### src/rtl/stack_return_unit_pkg.sv
// Shared types and constants for the RET/RTI stack pop sequencer.
// Imported by the pop FSM and anything that observes its state.
package stack_return_unit_pkg;

   typedef enum logic [1:0] {
      IDLE    = 2'd0,
      ISSUE   = 2'd1,
      CAPTURE = 2'd2,
      DONE    = 2'd3
   } state_e;

   localparam logic MODE_RET = 1'b0;
   localparam logic MODE_RTI = 1'b1;

   localparam int STACK_WORD_W = 16;

endpackage

### src/rtl/stack_return_unit.sv
// Pops a return frame off the stack through the memory stage and
// restores PC (and CCR for RTI) with one atomic load pulse.
module stack_return_unit
   import stack_return_unit_pkg::*;
#(
   parameter int PC_W  = 16,
   parameter int CCR_W = 3
) (
   input  logic              clk,
   input  logic              rst_n,
   input  logic              ret_req,
   input  logic              rti_req,
   output logic              mem_pop,
   input  logic [15:0]       mem_rdata,
   output logic              stall,
   output logic              pc_load,
   output logic [PC_W-1:0]   pc_value,
   output logic              ccr_load,
   output logic [CCR_W-1:0]  ccr_value,
   output logic              busy
);

   localparam int PC_WORDS = PC_W / STACK_WORD_W;
   localparam int CNT_W    = $clog2(PC_WORDS + 2);

   localparam logic [CNT_W-1:0] CNT_RET = CNT_W'(PC_WORDS);
   localparam logic [CNT_W-1:0] CNT_RTI = CNT_W'(PC_WORDS + 1);
   localparam logic [CNT_W-1:0] CNT_ONE = CNT_W'(1);

   state_e             state_q, state_d;
   logic [CNT_W-1:0]   cnt_q, cnt_d;
   logic               mode_q, mode_d;
   logic [PC_W-1:0]    pc_q, pc_d;
   logic [CCR_W-1:0]   ccr_q, ccr_d;

   logic               first_rti_word;

   // Next-state, counter and frame reassembly.
   always_comb begin
      state_d = state_q;
      cnt_d   = cnt_q;
      mode_d  = mode_q;
      pc_d    = pc_q;
      ccr_d   = ccr_q;
      first_rti_word = (mode_q == MODE_RTI) && (cnt_q == CNT_RTI);
      unique case (state_q)
         IDLE: begin
            if (rti_req) begin
               mode_d  = MODE_RTI;
               cnt_d   = CNT_RTI;
               state_d = ISSUE;
            end else if (ret_req) begin
               mode_d  = MODE_RET;
               cnt_d   = CNT_RET;
               state_d = ISSUE;
            end
         end
         ISSUE: begin
            state_d = CAPTURE;
         end
         CAPTURE: begin
            if (first_rti_word) begin
               ccr_d = mem_rdata[CCR_W-1:0];
            end else begin
               pc_d = (pc_q << STACK_WORD_W) | PC_W'(mem_rdata);
            end
            cnt_d   = cnt_q - CNT_ONE;
            state_d = (cnt_q == CNT_ONE) ? DONE : ISSUE;
         end
         DONE: begin
            state_d = IDLE;
         end
         default: begin
            state_d = IDLE;
         end
      endcase
   end

   // State and datapath registers; reset discards any partial frame.
   always_ff @(posedge clk) begin
      if (!rst_n) begin
         state_q <= IDLE;
         cnt_q   <= '0;
         mode_q  <= MODE_RET;
         pc_q    <= '0;
         ccr_q   <= '0;
      end else begin
         state_q <= state_d;
         cnt_q   <= cnt_d;
         mode_q  <= mode_d;
         pc_q    <= pc_d;
         ccr_q   <= ccr_d;
      end
   end

   assign mem_pop   = (state_q == ISSUE);
   assign pc_load   = (state_q == DONE);
   assign ccr_load  = (state_q == DONE) && (mode_q == MODE_RTI);
   assign busy      = (state_q != IDLE);
   assign stall     = ret_req | rti_req | busy;
   assign pc_value  = pc_q;
   assign ccr_value = ccr_q;

   a_no_req_busy: assert property (
      @(posedge clk) disable iff (!rst_n)
      busy |-> !(ret_req || rti_req));

   a_no_back_to_back_pop: assert property (
      @(posedge clk) disable iff (!rst_n)
      mem_pop |=> !mem_pop);

endmodule

### config.mk
export PLATFORM = sky130hd
export DESIGN_NAME = stack_return_unit
export DESIGN_NICKNAME = d
export VERILOG_FILES = /design/src/rtl/stack_return_unit_pkg.sv /design/src/rtl/stack_return_unit.sv
export SDC_FILE = /design/constraint.sdc
export NUM_CORES = 1
export LEC_CHECK = 0
export BUFFER_PORTS_ARGS = -buffer_cell sky130_fd_sc_hd__buf_4
export CORE_UTILIZATION = 46
export DETAILED_ROUTE_END_ITERATION = 6
export PLACE_DENSITY = 0.8
export SLEW_MARGIN = 20
export SYNTH_ARGS = -nofsm -noshare
export SYNTH_HDL_FRONTEND = slang
export SYNTH_SLANG_ARGS = --single-unit
### constraint.sdc
create_clock -name clk -period 1.62 [get_ports clk]
set_input_delay 0.162 -clock clk [delete_from_list [all_inputs] [get_ports clk]]
set_output_delay 0.162 -clock clk [all_outputs]
set_load 0.005 [all_outputs]
After elaboration in Yosys (flattened, before gate mapping)
Index checks and enable logic that the tools add are counted.

word-level totals
  register bits = 24
  output and inout bits = 24
  input bits = 20
  word-level logic and storage cells = 33

cells by class
  reduce and logical (&&, ||, !) cells = 10
  multiplexer cells = 8
  equal/unequal tests = 6
  bitwise operators = 3
  add/sub/neg operators = 1

operators by type and width
  cell                 count
  $mux 2               4
  $pmux 2 s4           1
  $reduce_and 2->1     4
  $eq 2x2->1 const B   3
  $reduce_bool 2->1    3
  $eq 2x1->1 const B   2
  $pmux 2 s2           1
  $ne 3x3->1 const B   1
  $logic_and 1x1->1    2
  $logic_not 2->1      1
  $mux 1               2
  $or 1x1->1           2
  $sub 2x1->2 const B  1
  $not 1->1            1

Depth between registers and ports, before layout
  word-level depth = 4
  depth in mapped cells = 6
  depth with buffers taken out = 4

Worst setup path after synthesis
Ideal clock, no wire load.

  path kind = reg2reg
  start = register cnt_q[0]
  end = register pc_q[0], in the netlist pc_value[0]
  setup time = 0.072 ns
  path buffers = 2
  arrival time = 1.201 ns
  required time = 1.548 ns
  period minus slack after synthesis = 1.273 ns
  setup slack = 0.347 ns
  stages on the path, launching flop included = 7
  path through = dfxtp_1 -> inv_1 -> ha_1 -> a21boi_4 -> buf_6 -> buf_12 -> mux2i_1

on the way
  word-level cells in the longest chain between the ends = 4

RTL lines
  what                        line                     text
  from (decl)                 stack_return_unit.sv:31  logic [CNT_W-1:0] cnt_q, cnt_d;
  from (signal assigned)      stack_return_unit.sv:89  cnt_q <= cnt_d;
  $eq 2x2->1                  stack_return_unit.sv:45  first_rti_word = (mode_q == MODE_RTI) && (cnt_q == CNT_RTI);
  $logic_and 1x1->1           stack_return_unit.sv:45
  $not 1->1 (no line)         n/a
  $reduce_and 2->1 (no line)  n/a
  to (signal assigned)        stack_return_unit.sv:91  pc_q <= pc_d;
  to (decl)                   stack_return_unit.sv:33  logic [PC_W-1:0] pc_q, pc_d;

No other way between the ends.
A chain may end at the register's enable or synchronous reset.

Worst setup path in the final report
  start = register state_q[0]
  end = output stall

on the way
  word-level cells in the longest chain between the ends = 2

RTL lines
  what                    line                      text
  from (decl)             stack_return_unit.sv:30   state_e state_q, state_d;
  from (signal assigned)  stack_return_unit.sv:88   state_q <= state_d;
  $reduce_bool 2->1       stack_return_unit.sv:99   assign busy = (state_q != IDLE);
  $or 1x1->1              stack_return_unit.sv:100  assign stall = ret_req | rti_req | busy;
  to (decl)               stack_return_unit.sv:15   output logic stall,

No other way between the ends.

==> results.sh <==
export IMPL_grt_max_degree=42
export IMPL_die_w_um=50.17
export IMPL_fin_crit_sh=0.9340
export IMPL_synth_cell_types=24
export IMPL_cp_end_kind="output pin"
export IMPL_grt_overflow=0
export IMPL_clock_fmax_ghz=0.6609
export IMPL_drt_iter0_drc=13
export IMPL_top_layer_used="met3"
export IMPL_hp_class="in -> reg"
export IMPL_final_setup_skew_ns=0.004400
export IMPL_status="finished clean"
export IMPL_route_met2_wl_um=1206
export IMPL_leakagePower_nw=0.6432
export IMPL_path_class="reg -> out"
export IMPL_core_um2=2191
export IMPL_ys_async_sr_fraction=0
export IMPL_power_internal_mw=0.8136
export IMPL_cp_start_kind="flip-flop"
export IMPL_p_clk_frac=0.232
export IMPL_start_util=0.4872
export IMPL_drive_gt1_frac=0.3526
export IMPL_place_ws_ns=0.2646
export IMPL_dr_wl_met3_um=103
export IMPL_yosysWarningCount=0
export IMPL_area_delta_synth_final_pct=33.06
export IMPL_hold_viol=0
export IMPL_drcViolationCount=0
export IMPL_cts_sinks=24
export IMPL_synthMuxAreaShare=0.1876
export IMPL_clock_path_buffers=2
export IMPL_seq_area_frac_synth=0.4502
export IMPL_wl_met1_um=959
export IMPL_critical_path_required_ns=1.46
export IMPL_fin_tns_setup_ns=0
export IMPL_syn_num_nets=138
export IMPL_slew_violations=0
export IMPL_grtUsageTotal=0.1909
export IMPL_synth_enable_flop_cells=0
export IMPL_synthAdderAreaFrac=0.02345
export IMPL_diodes=0
export IMPL_pwr_share_seq=0.595
export IMPL_synth_top_family_by_area="simple AND/OR/NAND/NOR gates"
export IMPL_synthFlopType="dfxtp_1"
export IMPL_crit_fanout=9
export IMPL_ir_worst_vdd_uv=590.8
export IMPL_switching_power_mw=0.2756
export IMPL_multi_input_area_um2=525.5
export IMPL_antenna_found_initial=0
export IMPL_synth_cells=116
export IMPL_numPortBuffers=43
export IMPL_setup_ws_ns=0.1070
export IMPL_wl_per_cell_um=12.34
export IMPL_synth_simple_gate_area_frac=0.2110
export IMPL_cts_root_buf="clkbuf_4"
export IMPL_syn_area_per_cell_um2=9.201
export IMPL_power_density_nw_per_um2=766.9
export IMPL_gp_congestion=0.7874
export IMPL_cts_buffers=3
export IMPL_die_y_um=50.17
export IMPL_post_cts_buffers=0
export IMPL_rsz0062_at_grt="false"
export IMPL_rows=17
export IMPL_ioPinCount=44
export IMPL_final_antenna_net_count=0
export IMPL_dieArea_um2=2517
export IMPL_synth_compound_area_share=0.06331
export IMPL_ys_seq_elements=24
export IMPL_path_clk_slew_ns=0.12
export IMPL_dp_hpwl_um=1582
export IMPL_ff_latch_area_um2=483.0
export IMPL_grt_pass1_wl_um=3643
export IMPL_htree_levels=1
export IMPL_syn_area_um2=1067
export IMPL_nFillCells=191
export IMPL_synth_xor_area_frac=0
export IMPL_sw_frac_of_total=0.2530
export IMPL_cts_tree="done"
export IMPL_combPwrFrac=0.173
export IMPL_worstPathArrival_ns=1.35
export IMPL_first_pass_iters=5
export IMPL_period_minus_slack_ns=1.513
export IMPL_routed_wl_um=2270
export IMPL_nets=180
export IMPL_max_cap_violations=0
export IMPL_via_per_inst=4.951
export IMPL_slew_headroom=0.7539
export IMPL_grt_pass1_vias=853
export IMPL_setup_viol=0
export IMPL_tightest_slew_ns=0.3691
export IMPL_vias=911
export IMPL_clk_latency_ns=0.30
final cells by class:
cell class | instances | area share
multi-input combinational | 82 | 0.3700
sequential | 24 | 0.3401
timing repair buffer | 44 | 0.2414
inverter | 3 | 0.007930
clock buffer | 3 | 0.01586
tap | 28 | 0.02467
power groups by stage:
stage                     registers (mW)  clock network (mW)  logic, mW
after detailed placement           0.658                   0      0.186
after CTS                          0.646               0.256      0.188
after floorplan                    0.651                   0      0.106
final                              0.648               0.252      0.188
after global routing               0.653               0.283      0.209
after global placement             0.656                   0      0.180
stage by stage:
stage                     power (mW)  instances    util  hold WS (ns)  area (um2)
after floorplan               0.7574        116       -        0.2815        1067
after global placement        0.8360        181  0.6334        0.4128        1388
after detailed placement      0.8438        181  0.6334        0.4159        1388
after CTS                      1.090        184  0.6448       0.08834        1413
after global routing           1.144        184  0.6482       0.08024        1420
final                          1.089        184  0.6482       0.09355        1420
synthesized netlist by cell type, types with 2 or more instances:
cell type,n,area share
nand2_1,36,0.13
dfxtp_1,24,0.45
mux2i_1,20,0.19
nor2_1,5,0.018
clkbuf_1,4,0.014
inv_1,3,0.011
o21ai_0,3,0.014
a21oi_1,2,0.0094
buf_6,2,0.021
ha_1,2,0.023
nor2b_1,2,0.012
path summary, 6_finish.rpt:
kind | from | cells past startpoint | end | slack, ns
min reg2reg | pc_value[11] | 2 | pc_value[11] | 0.47
min | ret_req | 3 | state_q[0] | 0.09
max | state_q[0] | 4 | stall | 0.11
max reg2reg | cnt_q[0] | 5 | pc_value[1] | 0.27
sequential cells by signal (all words and copies together) (netlist names):
name,flops
ccr_value,3
cnt_q,2
mode_q,1
pc_value,16
state_q,2
logic make-up (layout without fill, tap and decap cells):
kind of cell	Yosys count	after routing
simple gates	51	51
flops	24	24
mux	20	20
buf+inv	10	50
compound gates	9	9
fa+ha+maj	2	2
timing repair:
item,4_1_cts,5_1_grt
endpoints found under the setup margin,1,1
gates resized for setup,1,3
hold buffers,0,0
hold endpoints to repair,0,0
critical path, cell delays in order (launching register included):
cell and delay, ns:
dfxtp_2 0.40, nor2_4 0.15, inv_1 0.06, or3_1 0.30, buf_4 0.14
metal layers:
layer	vias up	GRT usage
li1	460	-
met4	0	0.05714
met3	0	0.03333
met1	423	0.2117
met2	28	0.3622
met5	-	0
cell usage in the layout, fill, tap and decap left out, types with 2 or more instances in the layout:
cell / count
a21oi_1: 2
buf_4: 43
clkbuf_4: 3
dfxtp_1: 22
dfxtp_2: 2
ha_1: 2
inv_1: 3
mux2i_1: 20
nand2_1: 36
nor2_1: 4
nor2b_1: 2
o21ai_0: 3
No activity file was read; power rests on OpenSTA's default activity.
